$ cat src/rtl/mma_pkg.sv
// Shared definitions for the matrix-multiply PE family: default widths, accumulator
// limits and the saturating/wrapping accumulate helper.
package mma_pkg;

    localparam int unsigned DATA_W_DEF = 8;
    localparam int unsigned ACC_W_DEF  = 32;
    // Widest accumulator sat_add supports; callers pass their own ACC_W.
    localparam int unsigned MAX_ACC_W  = 64;

    localparam logic [ACC_W_DEF-1:0] ACC_MAX_SIGNED   = {1'b0, {(ACC_W_DEF-1){1'b1}}};
    localparam logic [ACC_W_DEF-1:0] ACC_MIN_SIGNED   = {1'b1, {(ACC_W_DEF-1){1'b0}}};
    localparam logic [ACC_W_DEF-1:0] ACC_MAX_UNSIGNED = {ACC_W_DEF{1'b1}};
    localparam logic [ACC_W_DEF-1:0] ACC_MIN_UNSIGNED = '0;

    function automatic logic [MAX_ACC_W-1:0] acc_max(input int unsigned acc_w,
                                                     input bit is_signed);
        return {MAX_ACC_W{1'b1}} >> (MAX_ACC_W - acc_w + (is_signed ? 32'd1 : 32'd0));
    endfunction

    function automatic logic [MAX_ACC_W-1:0] acc_min(input int unsigned acc_w,
                                                     input bit is_signed);
        logic [MAX_ACC_W-1:0] one;
        one = {{(MAX_ACC_W-1){1'b0}}, 1'b1};
        return is_signed ? (one << (acc_w - 1)) : '0;
    endfunction

    function automatic logic bit_at(input logic [MAX_ACC_W:0] v, input int unsigned idx);
        logic [MAX_ACC_W:0] s;
        s = v >> idx;
        return s[0];
    endfunction

    // Returns {ovf, result}; only the low acc_w bits of base/prod/result are meaningful.
    function automatic logic [MAX_ACC_W:0] sat_add(input logic [MAX_ACC_W-1:0] base,
                                                   input logic [MAX_ACC_W-1:0] prod,
                                                   input int unsigned          acc_w,
                                                   input bit                   is_signed,
                                                   input bit                   saturate);
        logic [MAX_ACC_W:0]   hi_mask, base_x, prod_x, sum;
        logic [MAX_ACC_W-1:0] result;
        logic                 top, below, ovf;
        hi_mask = {(MAX_ACC_W+1){1'b1}} << acc_w;
        base_x  = {1'b0, base} & ~hi_mask;
        prod_x  = {1'b0, prod} & ~hi_mask;
        if (is_signed && bit_at(base_x, acc_w - 1)) base_x = base_x | hi_mask;
        if (is_signed && bit_at(prod_x, acc_w - 1)) prod_x = prod_x | hi_mask;
        sum    = base_x + prod_x;
        top    = bit_at(sum, acc_w);
        below  = bit_at(sum, acc_w - 1);
        ovf    = is_signed ? (top ^ below) : top;
        result = sum[MAX_ACC_W-1:0] & ~hi_mask[MAX_ACC_W-1:0];
        if (ovf && saturate) begin
            result = (is_signed && top) ? acc_min(acc_w, is_signed) : acc_max(acc_w, is_signed);
        end
        return {ovf, result};
    endfunction

endpackage

$ cat src/rtl/mma_mul_stage.sv
// Stage 1 of the PE: registered operand forwarding plus a registered full-width product
// with its valid and tile-restart tags.
module mma_mul_stage
    import mma_pkg::*;
#(
    parameter int unsigned DATA_W = DATA_W_DEF,
    parameter bit          SIGNED = 1'b1
) (
    input  logic                clk,
    input  logic                reset,
    input  logic                in_valid,
    input  logic                in_first,
    input  logic [DATA_W-1:0]   in_a,
    input  logic [DATA_W-1:0]   in_b,
    output logic                out_valid,
    output logic                out_first,
    output logic [DATA_W-1:0]   out_a,
    output logic [DATA_W-1:0]   out_b,
    output logic [2*DATA_W-1:0] prod,
    output logic                prod_v,
    output logic                clr
);

    logic [2*DATA_W-1:0] ext_a, ext_b, prod_d;

    // Low 2*DATA_W bits of the extended product are exact in either mode.
    if (SIGNED) begin : g_sext
        assign ext_a = {{DATA_W{in_a[DATA_W-1]}}, in_a};
        assign ext_b = {{DATA_W{in_b[DATA_W-1]}}, in_b};
    end else begin : g_zext
        assign ext_a = {{DATA_W{1'b0}}, in_a};
        assign ext_b = {{DATA_W{1'b0}}, in_b};
    end

    assign prod_d = ext_a * ext_b;

    always_ff @(posedge clk) begin
        if (reset) begin
            out_valid <= 1'b0;
            out_first <= 1'b0;
            out_a     <= '0;
            out_b     <= '0;
            prod      <= '0;
            prod_v    <= 1'b0;
            clr       <= 1'b0;
        end else begin
            out_valid <= in_valid;
            out_first <= in_first;
            out_a     <= in_a;
            out_b     <= in_b;
            prod      <= prod_d;
            prod_v    <= in_valid;
            clr       <= in_valid & in_first;
        end
    end

endmodule

$ cat src/rtl/mma_pe_acc.sv
// Output-stationary systolic PE: forwards operands east/south, accumulates products with
// optional saturation and sticky overflow, and unloads results through a drain shift chain.
module mma_pe_acc
    import mma_pkg::*;
#(
    parameter int unsigned DATA_W   = DATA_W_DEF,
    parameter int unsigned ACC_W    = ACC_W_DEF,
    parameter bit          SIGNED   = 1'b1,
    parameter bit          SATURATE = 1'b1
) (
    input  logic              clk,
    input  logic              reset,
    input  logic              in_valid,
    input  logic              in_first,
    input  logic [DATA_W-1:0] in_a,
    input  logic [DATA_W-1:0] in_b,
    output logic              out_valid,
    output logic              out_first,
    output logic [DATA_W-1:0] out_a,
    output logic [DATA_W-1:0] out_b,
    input  logic              drain_load,
    input  logic              drain_shift,
    input  logic [ACC_W-1:0]  drain_in,
    output logic [ACC_W-1:0]  drain_out,
    output logic              ovf,
    output logic              busy
);

    logic [2*DATA_W-1:0]  prod;
    logic                 prod_v;
    logic                 clr;
    logic [MAX_ACC_W-1:0] prod_x;
    logic [MAX_ACC_W:0]   sat_sum;
    logic [ACC_W-1:0]     acc_q, acc_d;
    logic                 ovf_d;

    mma_mul_stage #(
        .DATA_W (DATA_W),
        .SIGNED (SIGNED)
    ) u_mul (
        .clk       (clk),
        .reset     (reset),
        .in_valid  (in_valid),
        .in_first  (in_first),
        .in_a      (in_a),
        .in_b      (in_b),
        .out_valid (out_valid),
        .out_first (out_first),
        .out_a     (out_a),
        .out_b     (out_b),
        .prod      (prod),
        .prod_v    (prod_v),
        .clr       (clr)
    );

    if (SIGNED) begin : g_sext
        assign prod_x = MAX_ACC_W'($signed(prod));
    end else begin : g_zext
        assign prod_x = MAX_ACC_W'(prod);
    end

    assign busy = prod_v;

    always_comb begin
        sat_sum = sat_add(clr ? '0 : MAX_ACC_W'(acc_q), prod_x, ACC_W, SIGNED, SATURATE);
        acc_d   = acc_q;
        ovf_d   = ovf;
        if (prod_v) begin
            // A clamped accumulator stays pinned until the next tile restart.
            if (clr || !(SATURATE && ovf)) acc_d = ACC_W'(sat_sum[MAX_ACC_W-1:0]);
            ovf_d = (ovf && !clr) || sat_sum[MAX_ACC_W];
        end
    end

    always_ff @(posedge clk) begin
        if (reset) begin
            acc_q     <= '0;
            ovf       <= 1'b0;
            drain_out <= '0;
        end else begin
            acc_q <= acc_d;
            ovf   <= ovf_d;
            if (drain_load) begin
                drain_out <= acc_q;
            end else if (drain_shift) begin
                drain_out <= drain_in;
            end
        end
    end

endmodule

$ cat config.mk
export PLATFORM = sky130hd
export DESIGN_NAME = mma_pe_acc
export DESIGN_NICKNAME = d
export VERILOG_FILES = /design/src/rtl/mma_pkg.sv /design/src/rtl/mma_mul_stage.sv /design/src/rtl/mma_pe_acc.sv
export SDC_FILE = /design/constraint.sdc
export NUM_CORES = 1
export LEC_CHECK = 0
export BUFFER_PORTS_ARGS = -buffer_cell sky130_fd_sc_hd__clkbuf_2
export CAP_MARGIN = 20
export CORE_MARGIN = 2
export CORE_UTILIZATION = 40
export DETAILED_ROUTE_END_ITERATION = 10
export HOLD_SLACK_MARGIN = 0.08
export PLACE_DENSITY = 0.67
export SLEW_MARGIN = 20
export SYNTH_ARGS = -nofsm -noshare
export SYNTH_HDL_FRONTEND = slang
export SYNTH_SLANG_ARGS = --single-unit
export TNS_END_PERCENT = 30
$ cat constraint.sdc
create_clock -name clk -period 5 [get_ports clk]
set_input_delay 0.75 -clock clk [delete_from_list [all_inputs] [get_ports clk]]
set_output_delay 0.75 -clock clk [all_outputs]
set_load 0.03 [all_outputs]
; After elaboration in Yosys (flattened, before gate mapping)
; Cells that the tools add are included.
[word_totals]
regBits = 100
in_bits = 54
out_inout_bits = 52
elab_cells = 27
[classes]
n_addsub = 1
multipliers = 1
muxes = 7
n_bitwise = 2
n_reduce_logical = 7
[ops]
columns = cell, n
row1 = $mux 32, 5
row2 = $mux 33, 2
row3 = $add 33x33->33, 1
row4 = $mul 8x8->16, 1
row5 = $logic_not 1->1, 2
row6 = $logic_or 1x1->1, 2
row7 = $reduce_and 2->1, 1
row8 = $reduce_bool 2->1, 1
row9 = $and 1x1->1, 1
row10 = $logic_and 1x1->1, 1
row11 = $xor 1x1->1, 1

; Depth between registers and ports, before layout
[logic_depth]
ltp_word = 5
ltp_mapped = 19
depth_no_buf = 19

; Cells and area by module
; From an unflattened synthesis, not the netlist that was laid out.
[unflattened]
hier_cells = 1006
area_unflattened_um2 = 8310.5
[modules_own_cells]
columns = module, instances, cells_per_inst, area_each_um2, seq_area_each_um2
row1 = mma_pe_acc, 1, 643, 4823.4, 1301.2
row2 = mma_mul_stage, 1, 363, 3487.1, 700.7

; Worst setup path before layout
; No wires, ideal clock.
[synth_timing]
path_type = input port to flip-flop
from = input port in_b[4]
to = register u_mul.prod[14]
setup_time_ns = 0.121
t_arrival_ns = 4.712
required_time_ns = 4.879
path_slack_ns = 0.167
path_stages = 18
cell_sequence = and2_1 -> fa_1 -> inv_1 -> fa_1 -> inv_1 -> fa_1 -> inv_1 -> fa_1 -> inv_1 -> ha_1 -> o21ai_0 -> a21boi_0 -> o21ai_0 -> nand2b_1 -> a21o_1 -> a21o_1 -> a31oi_1 -> mux2_2
[synth_via]
elab_chain_len = 1
[synth_rtl]
columns = item, line_no
row1 = start: declaration, mma_pe_acc.sv:16  ; input logic [DATA_W-1:0] in_b,
row2 = $mul 8x8->16, mma_mul_stage.sv:35  ; assign prod_d = ext_a * ext_b;
row3 = end signal: assignment, mma_mul_stage.sv:51  ; prod <= prod_d;
row4 = end: declaration, mma_mul_stage.sv:19  ; output logic [2*DATA_W-1:0] prod,
; No other way between the ends.
; A chain may end at the register's enable or synchronous reset.

; Worst setup path after layout
; Ends and elaborated chain as after synthesis.

==> impl_metrics.json <==
{
  "synth_common_cells": "142 x nor2_1, 106 x inv_1, 100 x dfxtp_1",
  "cp-end-kind": "flip-flop",
  "clock-sinks": 100,
  "postRouteAntennaNets": 0,
  "grt_pass1_wl_um": 31700,
  "skew_ns": 0.00850,
  "cp_data_required_time_ns": 5.24,
  "p_total_mw": 4.43,
  "place_inst": 1352,
  "fp-row-count": 52,
  "syn_inst": 961,
  "portBuffers": 105,
  "ys.flop_type": "dfxtp_1",
  "maxSlewViolCount": 0,
  "ff2ff_path_depth": 11,
  "ys_async_sr_fraction_pct": 0,
  "slew_headroom_pct": 28.5,
  "synth_most_common_cell": "nor2_1",
  "die-area_mm2": 0.0221,
  "whs_ns": 0.517,
  "die_x_um": 149,
  "worstMarginPinSlew_ns": 1.07,
  "yosysUniqueCellTypes": 59,
  "fmax_mhz": 214,
  "start_util_pct": 41.1,
  "synth_top_area_share_pct": 23.9,
  "status": "completed",
  "clock-root-buffer": "clkbuf_16",
  "clockBufferDepth": 2,
  "vias_per_cell": 4.93,
  "hp-start": "acc_q[25]",
  "critPathKind": "in -> reg",
  "vias": 6751,
  "fillerInstances": 1946,
  "drive_gt1_share_pct": 23.3,
  "maxCapViolCount": 0,
  "dp_hpwl_um": 14700,
  "cts_tree": "done",
  "powerDensity_mw_per_mm2": 449,
  "clkSlewWorstSetupHoldPaths_ns": 0.07,
  "fin_crit_ns": 4.66,
  "diodes": 0,
  "ys_warn_count": 0,
  "netlist_area_mm2": 0.00838,
  "syn_nets": 1132,
  "synthTopCellsByArea": "dfxtp_1 24%, fa_1 13%, ha_1 9.1%, nor2_1 6.4%, inv_1 4.8%",
  "cts_max_level": 3,
  "die_y_um": 149,
  "grt_pass1_vias": 6840,
  "globalplace.congestion": 0.884,
  "grt_max_degree": 65,
  "core_mm2": 0.0204,
  "final_util_pct": 48.3,
  "cts_buffers": 9,
  "min_to": "drain_out[25]",
  "stdcell_count": 1368,
  "reg2reg_from": "u_mul.prod[15]",
  "firstDrtPassIters": 5,
  "fin_crit_sh_pct": 93.2,
  "synth_edf_count": 0,
  "worstSetupStartpointType": "primary input",
  "hold_path_class": "reg -> reg",
  "wl_per_cell_um": 13.7,
  "grt_usage_pct": 17.6,
  "yosysTopAreaCell": "dfxtp_1",
  "cp_data_arrival_time_ns": 4.90,
  "area_growth_pct": 17.5,
  "timing.final.hold_violations": 0,
  "clk_latency_ns": 0.36,
  "post_cts_buffers": 0,
  "irDropWorstVdd_uv": 220,
  "yosysSeqAreaShare_pct": 23.9,
  "overflow": 0,
  "crit_fanout": 4,
  "hold_depth": 2,
  "ys_ff_latch": 100,
  "synth.avg_cell_area_um2": 8.72,
  "r2r-end": "acc_q[16]",
  "wirelength_um": 18800,
  "power.leakage_nw": 4.63,
  "layout.nets": 1264,
  "setup_viol": 0,
  "drc": 0,
  "reg2reg_slack_ns": 1.23,
  "drt_iter0_markers": 258,
  "antenna_found_initial": 0,
  "pin_count": 106
}
-- per-layer routing --
layer | up-vias | share of wire [%] | global-route usage [%]
met5 | - | 0 | 0
met3 | 18 | 2.9 | 2.58
met2 | 117 | 50 | 32.2
met1 | 3172 | 45 | 21.1
met4 | 0 | 1.6 | 5.71
li1 | 3444 | - | -
-- report_power, final --
| group | switching [mW] | total (mW) | leakage (nW) | internal (mW) |
|---|---|---|---|---|
| clock network | 0.343 | 0.755 | 0.156 | 0.412 |
| registers | 0.0961 | 1.01 | 0.825 | 0.918 |
| logic | 1.42 | 2.66 | 3.65 | 1.23 |
| total | 1.86 | 4.43 | 4.63 | 2.56 |
-- state kept, by name, indices dropped and copies added (netlist names) --
name / flops
drain_out: 32
u_mul.out_first: 1
acc_q: 32
ovf: 1
u_mul.clr: 1
u_mul.out_a: 8
u_mul.prod: 16
u_mul.out_b: 8
u_mul.prod_v: 1
-- critical path, stage by stage --
cell	delay, ns
clkbuf_2	0.11
and2_1	0.18
fa_1	0.53
inv_1	0.05
fa_1	0.47
inv_1	0.05
fa_1	0.53
inv_1	0.05
fa_1	0.53
inv_1	0.04
ha_1	0.31
o21ai_2	0.08
a21boi_1	0.10
o21ai_1	0.14
nand2b_1	0.08
a21o_1	0.18
a21o_1	0.18
a31oi_1	0.18
mux2_2	0.35
-- area by class of cell --
cell class,count,area (µm²),share of cell area [%]
clock buffers,10,239,2.43
clock inverters,6,81.3,0.826
inverters,106,398,4.04
multi-input cells,714,5820,59.1
flip-flops and latches,100,2000,20.3
well taps,270,338,3.43
repair buffers,162,968,9.84
-- through the flow --
stage | cell area, µm² | TNS [ns] | setup slack, ns
6_report | 9840 | 0 | 0.338
5_1_grt | 9840 | -0.00113 | -0.00113
4_1_cts | 9840 | 0 | 0.246
3_5_place_dp | 9520 | -0.119 | -0.119
3_3_place_gp | 9520 | -0.0779 | -0.0779
2_1_floorplan | 8380 | 0 | 0.167
-- worst max-delay path by stage --
stage	cells past startpoint	start	end
2_1_floorplan	18	in_b[4]	u_mul.prod[14]
3_3_place_gp	19	in_b[4]	u_mul.prod[14]
3_5_place_dp	19	in_b[4]	u_mul.prod[14]
4_1_cts	19	in_b[4]	u_mul.prod[14]
5_1_grt	19	in_b[4]	u_mul.prod[14]
6_report	19	in_b[4]	u_mul.prod[14]
-- layout by cell type (no fill, tap or decap), drive strengths merged, types with 3 or more instances in the layout --
master and n:
xor2 12, a21o 14, clkinv 3, maj3 31, o21a 3, clkbuf 114, inv 108, buf 58
a21oi 63, and3 3, o21ai 17, nand3 8, nor2 142, nand2 32, mux2i 34, a211oi 35
nand2b 10, nor3 11, a31oi 6, and2 46, dfxtp 100, fa 56, ha 61, or2 3
o211ai 8, o21bai 6, nor2b 58, xnor2 29, a21boi 3
-- timing repair --
item	in CTS	in global routing
resized for setup	0	4
hold endpoints to repair	0	0
hold buffers	0	0
setup endpoints to repair	0	2
-- logic make-up after synthesis --
| kind of cell | share of synthesized area, % |
|---|---|
| flops | 23.9 |
| buf+inv | 6.95 |
| compound gates | 15.6 |
| xor+xnor | 4.38 |
| fa+ha+maj | 26.7 |
| mux | 4.20 |
| simple gates | 18.4 |
Note: power is estimated with default switching activity, not from simulation.
